**src/rtl/spi_sram_arbiter.sv**
```systemverilog
// Two-port arbiter in front of a single spi_sram_encoder. Round-robin between
// port A (CPU) and port B (loader/debug), one encoder transaction at a time.
module spi_sram_arbiter #(
  parameter int unsigned WORD_WIDTH    = 16,
  parameter int unsigned ADDRESS_WIDTH = 16
) (
  input  logic                     clk,
  input  logic                     reset_n,

  input  logic                     a_req,
  input  logic                     a_we,
  input  logic [ADDRESS_WIDTH-1:0] a_addr,
  input  logic [WORD_WIDTH-1:0]    a_wdata,
  output logic                     a_ack,

  input  logic                     b_req,
  input  logic                     b_we,
  input  logic [ADDRESS_WIDTH-1:0] b_addr,
  input  logic [WORD_WIDTH-1:0]    b_wdata,
  output logic                     b_ack,

  output logic [WORD_WIDTH-1:0]    rdata,
  output logic                     ready,

  output logic                     mem_request,
  output logic [ADDRESS_WIDTH-1:0] mem_address,
  output logic                     mem_write_enable,
  output logic [WORD_WIDTH-1:0]    mem_data_out,
  input  logic [WORD_WIDTH-1:0]    mem_data_in,
  input  logic                     mem_busy,
  input  logic                     mem_initialized
);

  localparam logic [2:0] WAIT_INIT = 3'd0;
  localparam logic [2:0] IDLE      = 3'd1;
  localparam logic [2:0] ISSUE     = 3'd2;
  localparam logic [2:0] WAIT_DONE = 3'd3;
  localparam logic [2:0] RESPOND   = 3'd4;

  localparam logic GRANT_A = 1'b0;
  localparam logic GRANT_B = 1'b1;

  logic [2:0]               state_q, state_d;
  logic                     last_grant_q, last_grant_d;
  logic                     a_ack_q, a_ack_d;
  logic                     b_ack_q, b_ack_d;
  logic                     ready_q, ready_d;
  logic                     mem_request_q, mem_request_d;
  logic [ADDRESS_WIDTH-1:0] addr_q, addr_d;
  logic                     we_q, we_d;
  logic [WORD_WIDTH-1:0]    wdata_q, wdata_d;
  logic [WORD_WIDTH-1:0]    rdata_q, rdata_d;
  logic                     grant_b;

  always_comb begin
    state_d       = state_q;
    last_grant_d  = last_grant_q;
    a_ack_d       = 1'b0;
    b_ack_d       = 1'b0;
    mem_request_d = mem_request_q;
    addr_d        = addr_q;
    we_d          = we_q;
    wdata_d       = wdata_q;
    rdata_d       = rdata_q;
    grant_b       = 1'b0;

    case (state_q)
      WAIT_INIT: begin
        if (mem_initialized) state_d = IDLE;
      end
      IDLE: begin
        if (a_req || b_req) begin
          // B wins if it is alone, or if both ask and A was served last.
          grant_b       = b_req && (!a_req || (last_grant_q == GRANT_A));
          last_grant_d  = grant_b ? GRANT_B : GRANT_A;
          addr_d        = grant_b ? b_addr  : a_addr;
          we_d          = grant_b ? b_we    : a_we;
          wdata_d       = grant_b ? b_wdata : a_wdata;
          mem_request_d = 1'b1;
          state_d       = ISSUE;
        end
      end
      ISSUE: begin
        if (mem_busy) begin
          mem_request_d = 1'b0;
          state_d       = WAIT_DONE;
        end
      end
      WAIT_DONE: begin
        if (!mem_busy) begin
          if (!we_q) rdata_d = mem_data_in;
          if (last_grant_q == GRANT_B) b_ack_d = 1'b1;
          else                         a_ack_d = 1'b1;
          state_d = RESPOND;
        end
      end
      RESPOND: begin
        state_d = IDLE;
      end
      default: begin
        state_d       = WAIT_INIT;
        mem_request_d = 1'b0;
      end
    endcase

    // Encoder lost init: drop whatever was in flight; the client keeps its
    // request and is served again once init completes.
    if (!mem_initialized && (state_q != WAIT_INIT)) begin
      state_d       = WAIT_INIT;
      mem_request_d = 1'b0;
      a_ack_d       = 1'b0;
      b_ack_d       = 1'b0;
      last_grant_d  = last_grant_q;
      addr_d        = addr_q;
      we_d          = we_q;
      wdata_d       = wdata_q;
      rdata_d       = rdata_q;
    end

    ready_d = (state_d != WAIT_INIT);
  end

  always_ff @(posedge clk or negedge reset_n) begin
    if (!reset_n) begin
      state_q       <= WAIT_INIT;
      last_grant_q  <= GRANT_B;
      a_ack_q       <= 1'b0;
      b_ack_q       <= 1'b0;
      ready_q       <= 1'b0;
      mem_request_q <= 1'b0;
      addr_q        <= '0;
      we_q          <= 1'b0;
      wdata_q       <= '0;
      rdata_q       <= '0;
    end else begin
      state_q       <= state_d;
      last_grant_q  <= last_grant_d;
      a_ack_q       <= a_ack_d;
      b_ack_q       <= b_ack_d;
      ready_q       <= ready_d;
      mem_request_q <= mem_request_d;
      addr_q        <= addr_d;
      we_q          <= we_d;
      wdata_q       <= wdata_d;
      rdata_q       <= rdata_d;
    end
  end

  assign a_ack            = a_ack_q;
  assign b_ack            = b_ack_q;
  assign ready            = ready_q;
  assign rdata            = rdata_q;
  assign mem_request      = mem_request_q;
  assign mem_address      = addr_q;
  assign mem_write_enable = we_q;
  assign mem_data_out     = wdata_q;

endmodule
```
**config.mk**
```make
export PLATFORM = sky130hd
export DESIGN_NAME = spi_sram_arbiter
export DESIGN_NICKNAME = d
export VERILOG_FILES = /design/src/rtl/spi_sram_arbiter.sv
export SDC_FILE = /design/constraint.sdc
export NUM_CORES = 1
export LEC_CHECK = 0
export CAP_MARGIN = 20
export CORE_MARGIN = 5
export CORE_UTILIZATION = 30
export CTS_CLUSTER_SIZE = 14
export DETAILED_ROUTE_END_ITERATION = 16
export DONT_BUFFER_PORTS = 1
export PLACE_DENSITY = 0.55
export SLEW_MARGIN = 20
export SYNTH_ARGS = -nofsm -noshare
export SYNTH_HDL_FRONTEND = slang
export SYNTH_SLANG_ARGS = --single-unit
```
**constraint.sdc**
```tcl
create_clock -name clk -period 3.65 [get_ports clk]
set_clock_uncertainty 0.05 [all_clocks]
set_input_delay 0.73 -clock clk [delete_from_list [all_inputs] [get_ports clk]]
set_output_delay 0.73 -clock clk [all_outputs]
set_load 0.02 [all_outputs]
```
==> results of run 1 <==
## cell usage in the layout (no fill, tap or decap), types with 2 or more instances in the layout
| master | instances |
|---|---|
| dfrtp_1 | 56 |
| clkinv_2 | 4 |
| clkinvlp_4 | 2 |
| buf_4 | 4 |
| mux2_2 | 44 |
| clkbuf_8 | 9 |
| mux2_4 | 39 |
| nor2_1 | 3 |
| nand2_1 | 2 |
| and2_1 | 2 |
## through the flow
step	setup WS [ps]	hold WS, ps	cell area, µm²
after floorplan	1740	384	2800
after global placement	1180	386	2890
after detailed placement	1140	386	2890
after CTS	1460	6.16	3050
after global routing	1400	3.03	3060
final	1520	39.5	3060
## layer usage
layer / global-route usage (%) / wire [µm] / vias to the layer above
li1: - / - / 641
met1: 11.1 / 2270 / 705
met2: 16.3 / 2910 / 80
met3: 4.88 / 561 / 8
met4: 4.93 / 104 / 0
met5: 0 / 0 / -
## final timing paths
kind,startpoint,to,slack (ps),cells after the start
setup / recovery,last_grant_q,mem_data_out[14],1520,4
hold / removal,reset_n,mem_address[13],40,0
setup reg to reg,last_grant_q,mem_data_out[14],1520,4
hold reg to reg,last_grant_q,a_ack,480,1
max in group asynchronous,reset_n,state_q[2],2520,1
min in group clk,mem_initialized,ready,470,1
## critical path, cell delays in order, from the launching register on
cell and delay (ps):
dfstp_2 400, a21boi_4 670, buf_4 310, mux2_4 310, mux2_4 260
## power groups by stage
stage               Clock [W]  Combinational, W  Sequential [W]
floorplan                   0          0.000408         0.00124
global placement            0          0.000422         0.00131
detailed placement          0          0.000436         0.00131
CTS                  0.000540          0.000437         0.00130
global route         0.000567          0.000468         0.00132
finish               0.000501          0.000432         0.00129
## flip-flops by register name, summed over array words and instances, names as in the netlist
signal,cells
a_ack,1
mem_request,1
b_ack,1
mem_data_out,16
mem_address,16
mem_write_enable,1
last_grant_q,1
state_q,3
ready,1
rdata,16
## cell families (layout without fill, tap and decap cells)
logic type	count (synthesis)	in the layout
multiplexers	84	84
flip-flops	57	57
AO/OA/AOI/OAI	8	8
AND/OR/NAND/NOR	15	15
buffers and inverters	9	22
## layout make-up
| type | count | area share (%) |
|---|---|---|
| well taps | 111 | 4.54 |
| repair buffers | 5 | 1.31 |
| multi-input cells | 107 | 42.0 |
| flip-flops and latches | 57 | 46.7 |
| clock buffers | 10 | 4.17 |
| clock inverters | 6 | 1.15 |
| inverters | 1 | 0.123 |
## what timing repair did
item | CTS | global route
endpoints found under the hold margin | 0 | 9
setup buffers | 0 | 0
hold buffers | 0 | 1
==> results.yml, run 1 <==
logic_synthesis:
  synthArstFlopShare_pct: 100
  synth_compound_area_share_pct: 2.59
  synth_edf_count: 0
  synth_top_family_by_area: "multiplexers"
  syn_area_per_cell_um2: 16.2
  synthesis.nets: 261
  synth_mux_area_share_pct: 39.0
  netlist_area_mm2: 0.00280
  netlist_top_cells_area: "dfrtp_1 50%, mux2_4 21%, mux2_2 18%"
  synthXorXnorAreaFrac_pct: 0
  ys_warn_count: 0
  ys_types: 27
  ys_ff_latch: 57
  synth_top_area_share_pct: 50.0
  syn_inst: 173
  synth_fa_ha_area_share_pct: 0
  synth_seq_area_share_pct: 51.0
  synth_ff_type: "dfrtp_1"
  yosysTopAreaCell: "dfrtp_1"
  synth_most_common_cell: "dfrtp_1"
  synthTopCellsByCount: "56 x dfrtp_1, 44 x mux2_2, 39 x mux2_4"
  yosys.area_share.simple_pct: 4.29
timing:
  fmax_ghz: 0.470
  report.final.slew_viol_count: 0
  relSlewSlack_pct: 43.4
  setup-violations-final: 0
  final-hold-violation-count: 0
  rsz0062_at_grt: "false"
  finalSetupTns_ps: 0
  layout_min_cycle_time_ps: 2130
  worst_slew_pin_slew_ps: 847
  period_share_pct: 58.3
floorplanning:
  coreArea_mm2: 0.00915
  die_area_mm2: 0.0114
  rows: 35
  die_x_um: 107
  start_util_pct: 30.6
  dieHeight_um: 107
  num_io_pins: 141
layout:
  fillers: 864
  num_antenna_cells: 0
  multi_input_area_mm2: 0.00128
  fin_cells: 297
  nNetsFinal: 269
  utilization_pct: 33.4
  regArea_mm2: 0.00143
  drive_gt1_share_pct: 58.6
  area_growth_pct: 9.20
cts:
  cts.sinks: 57
  htreeDepth: 3
  cts_resized: 0
  cts-root-buf: "clkbuf_8"
  cts_tree: "built"
  cts_buffer_depth: 2
  cts.reportedPaths.clkPinSlew_ps: 70
  cts_made_buffers: 9
  insertion_delay_ps: 330
power_and_ir_drop:
  p_seq_share_pct: 58.0
  leakage_nw: 1.38
  power.switching_w: 0.000813
  powerDensity_mw_per_mm2: 727
  p_sw_share_pct: 36.6
  worst_ir_drop_vdd_v: 0.000170
  comb_power_share_pct: 19.4
  p_total_w: 0.00222
  internal_power_w: 0.00141
  power_frac_clock_pct: 22.5
placement:
  dp.cells: 280
  place_congestion: 0.669
  port_buffers: 0
  dpl.hpwl_um: 4130
routing:
  drtAntennaViolNets: 0
  wl_um: 5850
  drc: 0
  vias_per_cell: 4.83
  drt_first_pass_iters: 4
  via_count: 1434
  drt_iter0_drc: 26
  routedWlPerCell_um: 19.7
global_route:
  overflow: 0
  antenna_found_initial: 0
  track_usage_pct: 10.1
  grt_pass1_vias: 1556
  grt_pass1_wl_um: 8670
  grt_start_max_net_pins: 58
critical_path:
  cp_max_fo: 25
  cp.required_ps: 3810
  crit_path_start_kind: "flop"
  path_class: "reg2reg"
  end_kind: "flop"
  cp_data_arrival_time_ps: 2290
run:
  cap_violations: 0
hold_path:
  hold_path.class: "in2async"
run_status:
  outcome: "complete, no violations"
No activity file was read; power rests on OpenSTA's default activity.
==> run 2: changes to the inputs <==
- clock period: 3.65 -> 2.05 ns (I/O delays scaled with it)
==> run 2 against run 1 <==
  * Global-route usage is 0.68 points lower
  * Worst setup slack got worse by 1100 ps
  * First-iteration DRC count shrank 7.7%
  * Critical endpoint is now mem_data_out[1]
  * Register-to-register slack got worse by 1100 ps
  * Highest routed layer unchanged
  * Sequential cell count unchanged
  * Final area is 1.7% higher
  * Cell count unchanged
  * Clock power up 81%
  * Hold slack improved by 100 ps
==> results.yml, run 2 (synthesis results as in run 1) <==
global_route:
  track_usage_pct: 9.44
  grt_pass1_wl_um: 8170
  grt_pass1_vias: 1523
  antenna_found_initial: 0
  overflow: 0
  grt_start_max_net_pins: 58
floorplanning:
  rows: 35
  die_area_mm2: 0.0114
  coreArea_mm2: 0.00915
  start_util_pct: 30.6
  num_io_pins: 141
  dieHeight_um: 107
  die_x_um: 107
placement:
  dpl.hpwl_um: 3930
  port_buffers: 0
  place_congestion: 0.649
  pre_cts_ws_ps: 366
routing:
  routedWlPerCell_um: 18.5
  drc: 0
  drt_first_pass_iters: 3
  wl_um: 5490
  via_count: 1444
  drt_iter0_drc: 24
  drtAntennaViolNets: 0
  vias_per_cell: 4.86
critical_path:
  rr_startpoint: "state_q[2]"
  cp_data_arrival_time_ps: 1850
  r2r_cells: 4
  end_kind: "flop"
  cp.required_ps: 2220
  cp_max_fo: 16
  r2r-end: "mem_data_out[1]"
  path_class: "reg2reg"
  worst-r2r-setup-slack_ps: 370
  crit_path_start_kind: "flop"
timing:
  finalSetupTns_ps: 0
  report.final.slew_viol_count: 0
  period_share_pct: 81.7
  final-hold-violation-count: 0
  layout_min_cycle_time_ps: 1680
  fmax_ghz: 0.597
  setup-violations-final: 0
  setup_ws_ps: 374
  rsz0062_at_grt: "false"
  relSlewSlack_pct: 77.3
  worst_slew_pin_slew_ps: 340
cts:
  cts-root-buf: "clkbuf_8"
  cts_resized: 0
  cts.reportedPaths.clkPinSlew_ps: 70
  cts_buffer_depth: 2
  htreeDepth: 3
  cts.sinks: 57
  insertion_delay_ps: 330
  holdBufCountCts: 2
  cts_made_buffers: 9
  cts_tree: "built"
  post_cts_buffers: 0
hold_path:
  hold_path_depth: 1
  hold_path.class: "in2reg"
  worstHoldStart: "mem_initialized"
  hold_end: "ready"
layout:
  mostFrequentLayoutCell: "dfrtp_1"
  num_antenna_cells: 0
  area_growth_pct: 11.1
  mostFrequentLayoutCells: "56 x dfrtp_1, 44 x mux2_2, 39 x mux2_4, 9 x clkbuf_8"
  nNetsFinal: 269
  drive_gt1_share_pct: 59.1
run:
  cap_violations: 0
power_and_ir_drop:
  leakage_nw: 1.40
  powerDensity_mw_per_mm2: 1290
  worst_ir_drop_vdd_v: 0.000338
run_status:
  outcome: "complete, no violations"
run 2: how the worst max path moves through the flow:
stage / start / end / slack, ps / cells past startpoint
6_report: state_q[2] / mem_data_out[1] / 370 / 4
5_1_grt: state_q[1] / mem_data_out[1] / 290 / 3
4_1_cts: state_q[2] / mem_data_out[1] / 370 / 4
3_5_place_dp: state_q[2] / mem_data_out[1] / 370 / 4
3_3_place_gp: state_q[2] / mem_data_out[1] / 390 / 4
2_1_floorplan: b_req / mem_address[0] / 460 / 4
run 2: area by class of cell:
type,instances,area (µm²)
Multi-Input combinational cell,107,1280
Clock buffer,9,124
Tap cell,111,139
Timing Repair Buffer,5,85.1
Sequential cell,57,1430
Fill cell,891,6040
Inverter,1,3.75
Clock inverter,7,46.3
run 2: layer usage:
metal | vias up | global-route usage [%] | part of all wire, % | routed length, µm
met5 | - | 0 | 0 | 0
met3 | 8 | 4.09 | 9.6 | 525
li1 | 633 | - | - | -
met1 | 726 | 10.7 | 40 | 2210
met2 | 77 | 14.9 | 48 | 2660
met4 | 0 | 5.21 | 1.8 | 100
run 2: metrics by stage:
| stage | hold WS, ps | util, % | cell area [µm²] | total power, W | instances |
|---|---|---|---|---|---|
| floorplan | 64.4 | - | 2800 | 0.00293 | 173 |
| global placement | 65.9 | 31.7 | 2900 | 0.00309 | 279 |
| detailed placement | 65.8 | 31.7 | 2900 | 0.00311 | 279 |
| CTS | 109 | 34.0 | 3110 | 0.00409 | 297 |
| global route | 119 | 34.0 | 3110 | 0.00422 | 297 |
| finish | 142 | 34.0 | 3110 | 0.00400 | 297 |
run 2: critical path, stage by stage (launching register included):
cell and delay [ps]:
dfrtp_1 420, nand2b_4 170, nor3_4 220, buf_4 350, mux2_2 370
run 2: power by group:
part           switching (W)  internal (W)  leakage (nW)  total, W
Combinational       0.000223      0.000577         0.616  0.000800
Sequential          0.000776       0.00152         0.702   0.00229
Clock               0.000473      0.000434        0.0814  0.000908
==> run 3: changes to the inputs <==
- clock period: 2.05 -> 1.6 ns (I/O delays scaled with it)
==> run 3 against run 2 <==
  * The flow now finishes with violations (hold timing)
  * Via count increased by 2.4%
  * First-iteration DRC count unchanged
  * Critical endpoint is now mem_address[6]
  * Sequential share of layout area decreased by 3.2 points
  * Routed wire length increased by 6.6%
  * Hold slack got worse by 510 ps
==> results.yml, run 3 (synthesis results as in run 1) <==
cts:
  cts_buffer_depth: 2
  cts.reportedPaths.clkPinSlew_ps: 70
  cts-root-buf: "clkbuf_8"
  cts_tree: "built"
  cts.sinks: 57
  insertion_delay_ps: 330
  htreeDepth: 3
  cts_made_buffers: 9
global_route:
  track_usage_pct: 9.91
  antenna_found_initial: 0
  overflow: 0
  grt_pass1_vias: 1565
  grt_pass1_wl_um: 8510
  grt_start_max_net_pins: 58
placement:
  place_congestion: 0.687
  port_buffers: 0
  pre_cts_ws_ps: -7.90
  dpl.hpwl_um: 4090
critical_path:
  worstPathCellList: "a21boi_4, buf_12, buf_16, mux2_4, mux2_4"
  cp_slowest_stage_delay_ps: 550
  path_class: "reg2reg"
  cp_max_fo: 8
  crit_path_start_kind: "flop"
  cp_data_arrival_time_ps: 1760
  critPathTopFamily: "flip-flops"
  critPathBufInv: 2
  cp.required_ps: 1760
  cp_common_cell: "mux2_4"
  end_kind: "flop"
  crit_path_top_delay_cell: "dfstp_2"
timing:
  report.final.slew_viol_count: 0
  period_share_pct: 99.9
  hold_slack_ps: -371
  worst_slew_pin_slew_ps: 260
  layout_min_cycle_time_ps: 1600
  setup-violations-final: 0
  fmax_ghz: 0.626
  setup_ws_ps: 1.37
  final-hold-violation-count: 57
  rsz0062_at_grt: "true"
  relSlewSlack_pct: 82.5
run_status:
  violations: "hold timing"
  outcome: "complete, but fails checks"
power_and_ir_drop:
  worst_ir_drop_vdd_v: 0.000538
  powerDensity_mw_per_mm2: 1670
  p_total_w: 0.00559
  leakage_nw: 1.51
floorplanning:
  start_util_pct: 30.6
  dieHeight_um: 107
  die_area_mm2: 0.0114
  num_io_pins: 141
  coreArea_mm2: 0.00915
  rows: 35
  die_x_um: 107
routing:
  drtAntennaViolNets: 0
  vias_per_cell: 4.83
  wl_um: 5850
  drc: 0
  drt_iter0_drc: 24
  drt_first_pass_iters: 3
  via_count: 1478
  routedWlPerCell_um: 19.1
layout:
  drive_gt1_share_pct: 61.5
  nNetsFinal: 278
  mostFrequentLayoutCells: "56 x dfrtp_1, 43 x mux2_2, 40 x mux2_4, 11 x clkbuf_8, 6 x buf_12"
  mostFrequentLayoutCell: "dfrtp_1"
  num_antenna_cells: 0
  area_growth_pct: 19.4
hold_path:
  hold_path.class: "in2async"
run:
  cap_violations: 0
[run 3: cell count changes in the layout (fill, tap and decap cells not counted), moves of 2 or more]
cell	before	now
bufinv_16	0	2
clkinvlp_4	3	1
clkbuf_16	0	2
buf_12	2	6
clkbuf_8	9	11
buf_4	1	4
[run 3: what timing repair did]
item | 4_1_cts | 5_1_grt
pin swaps | 1 | 2
setup buffers | 2 | 2
endpoints found under the hold margin | 57 | 57
gates cloned | 1 | 2
endpoints found under the setup margin | 2 | 30
gates resized for setup | 1 | 2
[run 3: final cells by class]
class / count / area, µm²
clock buffers: 11 / 151
flip-flops and latches: 57 / 1430
well taps: 111 / 139
inverters: 1 / 3.75
repair buffers: 14 / 255
multi-input cells: 107 / 1290
clock inverters: 5 / 77.6
fillers: 890 / 5810
[run 3: stage by stage]
step / cell area [µm²] / util, % / cells / setup TNS [ps]
2_1_floorplan: 2800 / - / 173 / 0
3_3_place_gp: 2960 / 32.3 / 283 / 0
3_5_place_dp: 2960 / 32.3 / 283 / -7.90
4_1_cts: 3240 / 35.4 / 302 / -11.6
5_1_grt: 3340 / 36.5 / 306 / -720
6_report: 3340 / 36.5 / 306 / 0
[run 3: path summary, 6_finish.rpt]
kind                                  from        endpoint  slack [ps]  cells after the start
max                           last_grant_q  mem_address[6]           1                      5
min                                reset_n       rdata[14]        -370                      0
max reg2reg                   last_grant_q  mem_address[6]           1                      5
min reg2reg                     state_q[2]      state_q[1]         570                      2
max in group asynchronous          reset_n    last_grant_q        1690                      0
min in group clk           mem_initialized           ready          60                      1
[run 3: report_power, final]
| group | total [W] | internal (W) | switching (W) | leakage [nW] |
|---|---|---|---|---|
| logic | 0.00116 | 0.000845 | 0.000317 | 0.689 |
| registers | 0.00291 | 0.00194 | 0.000966 | 0.702 |
| clock network | 0.00152 | 0.000956 | 0.000565 | 0.115 |
| total | 0.00559 | 0.00374 | 0.00185 | 1.51 |
[run 3: layer usage]
layer / up-vias / GRT usage [%] / share of wire [%]
met4: 0 / 4.66 / 1.7
met3: 10 / 4.94 / 9.9
met2: 80 / 15.0 / 49
li1: 657 / - / -
met5: - / 0 / 0
met1: 731 / 11.8 / 39
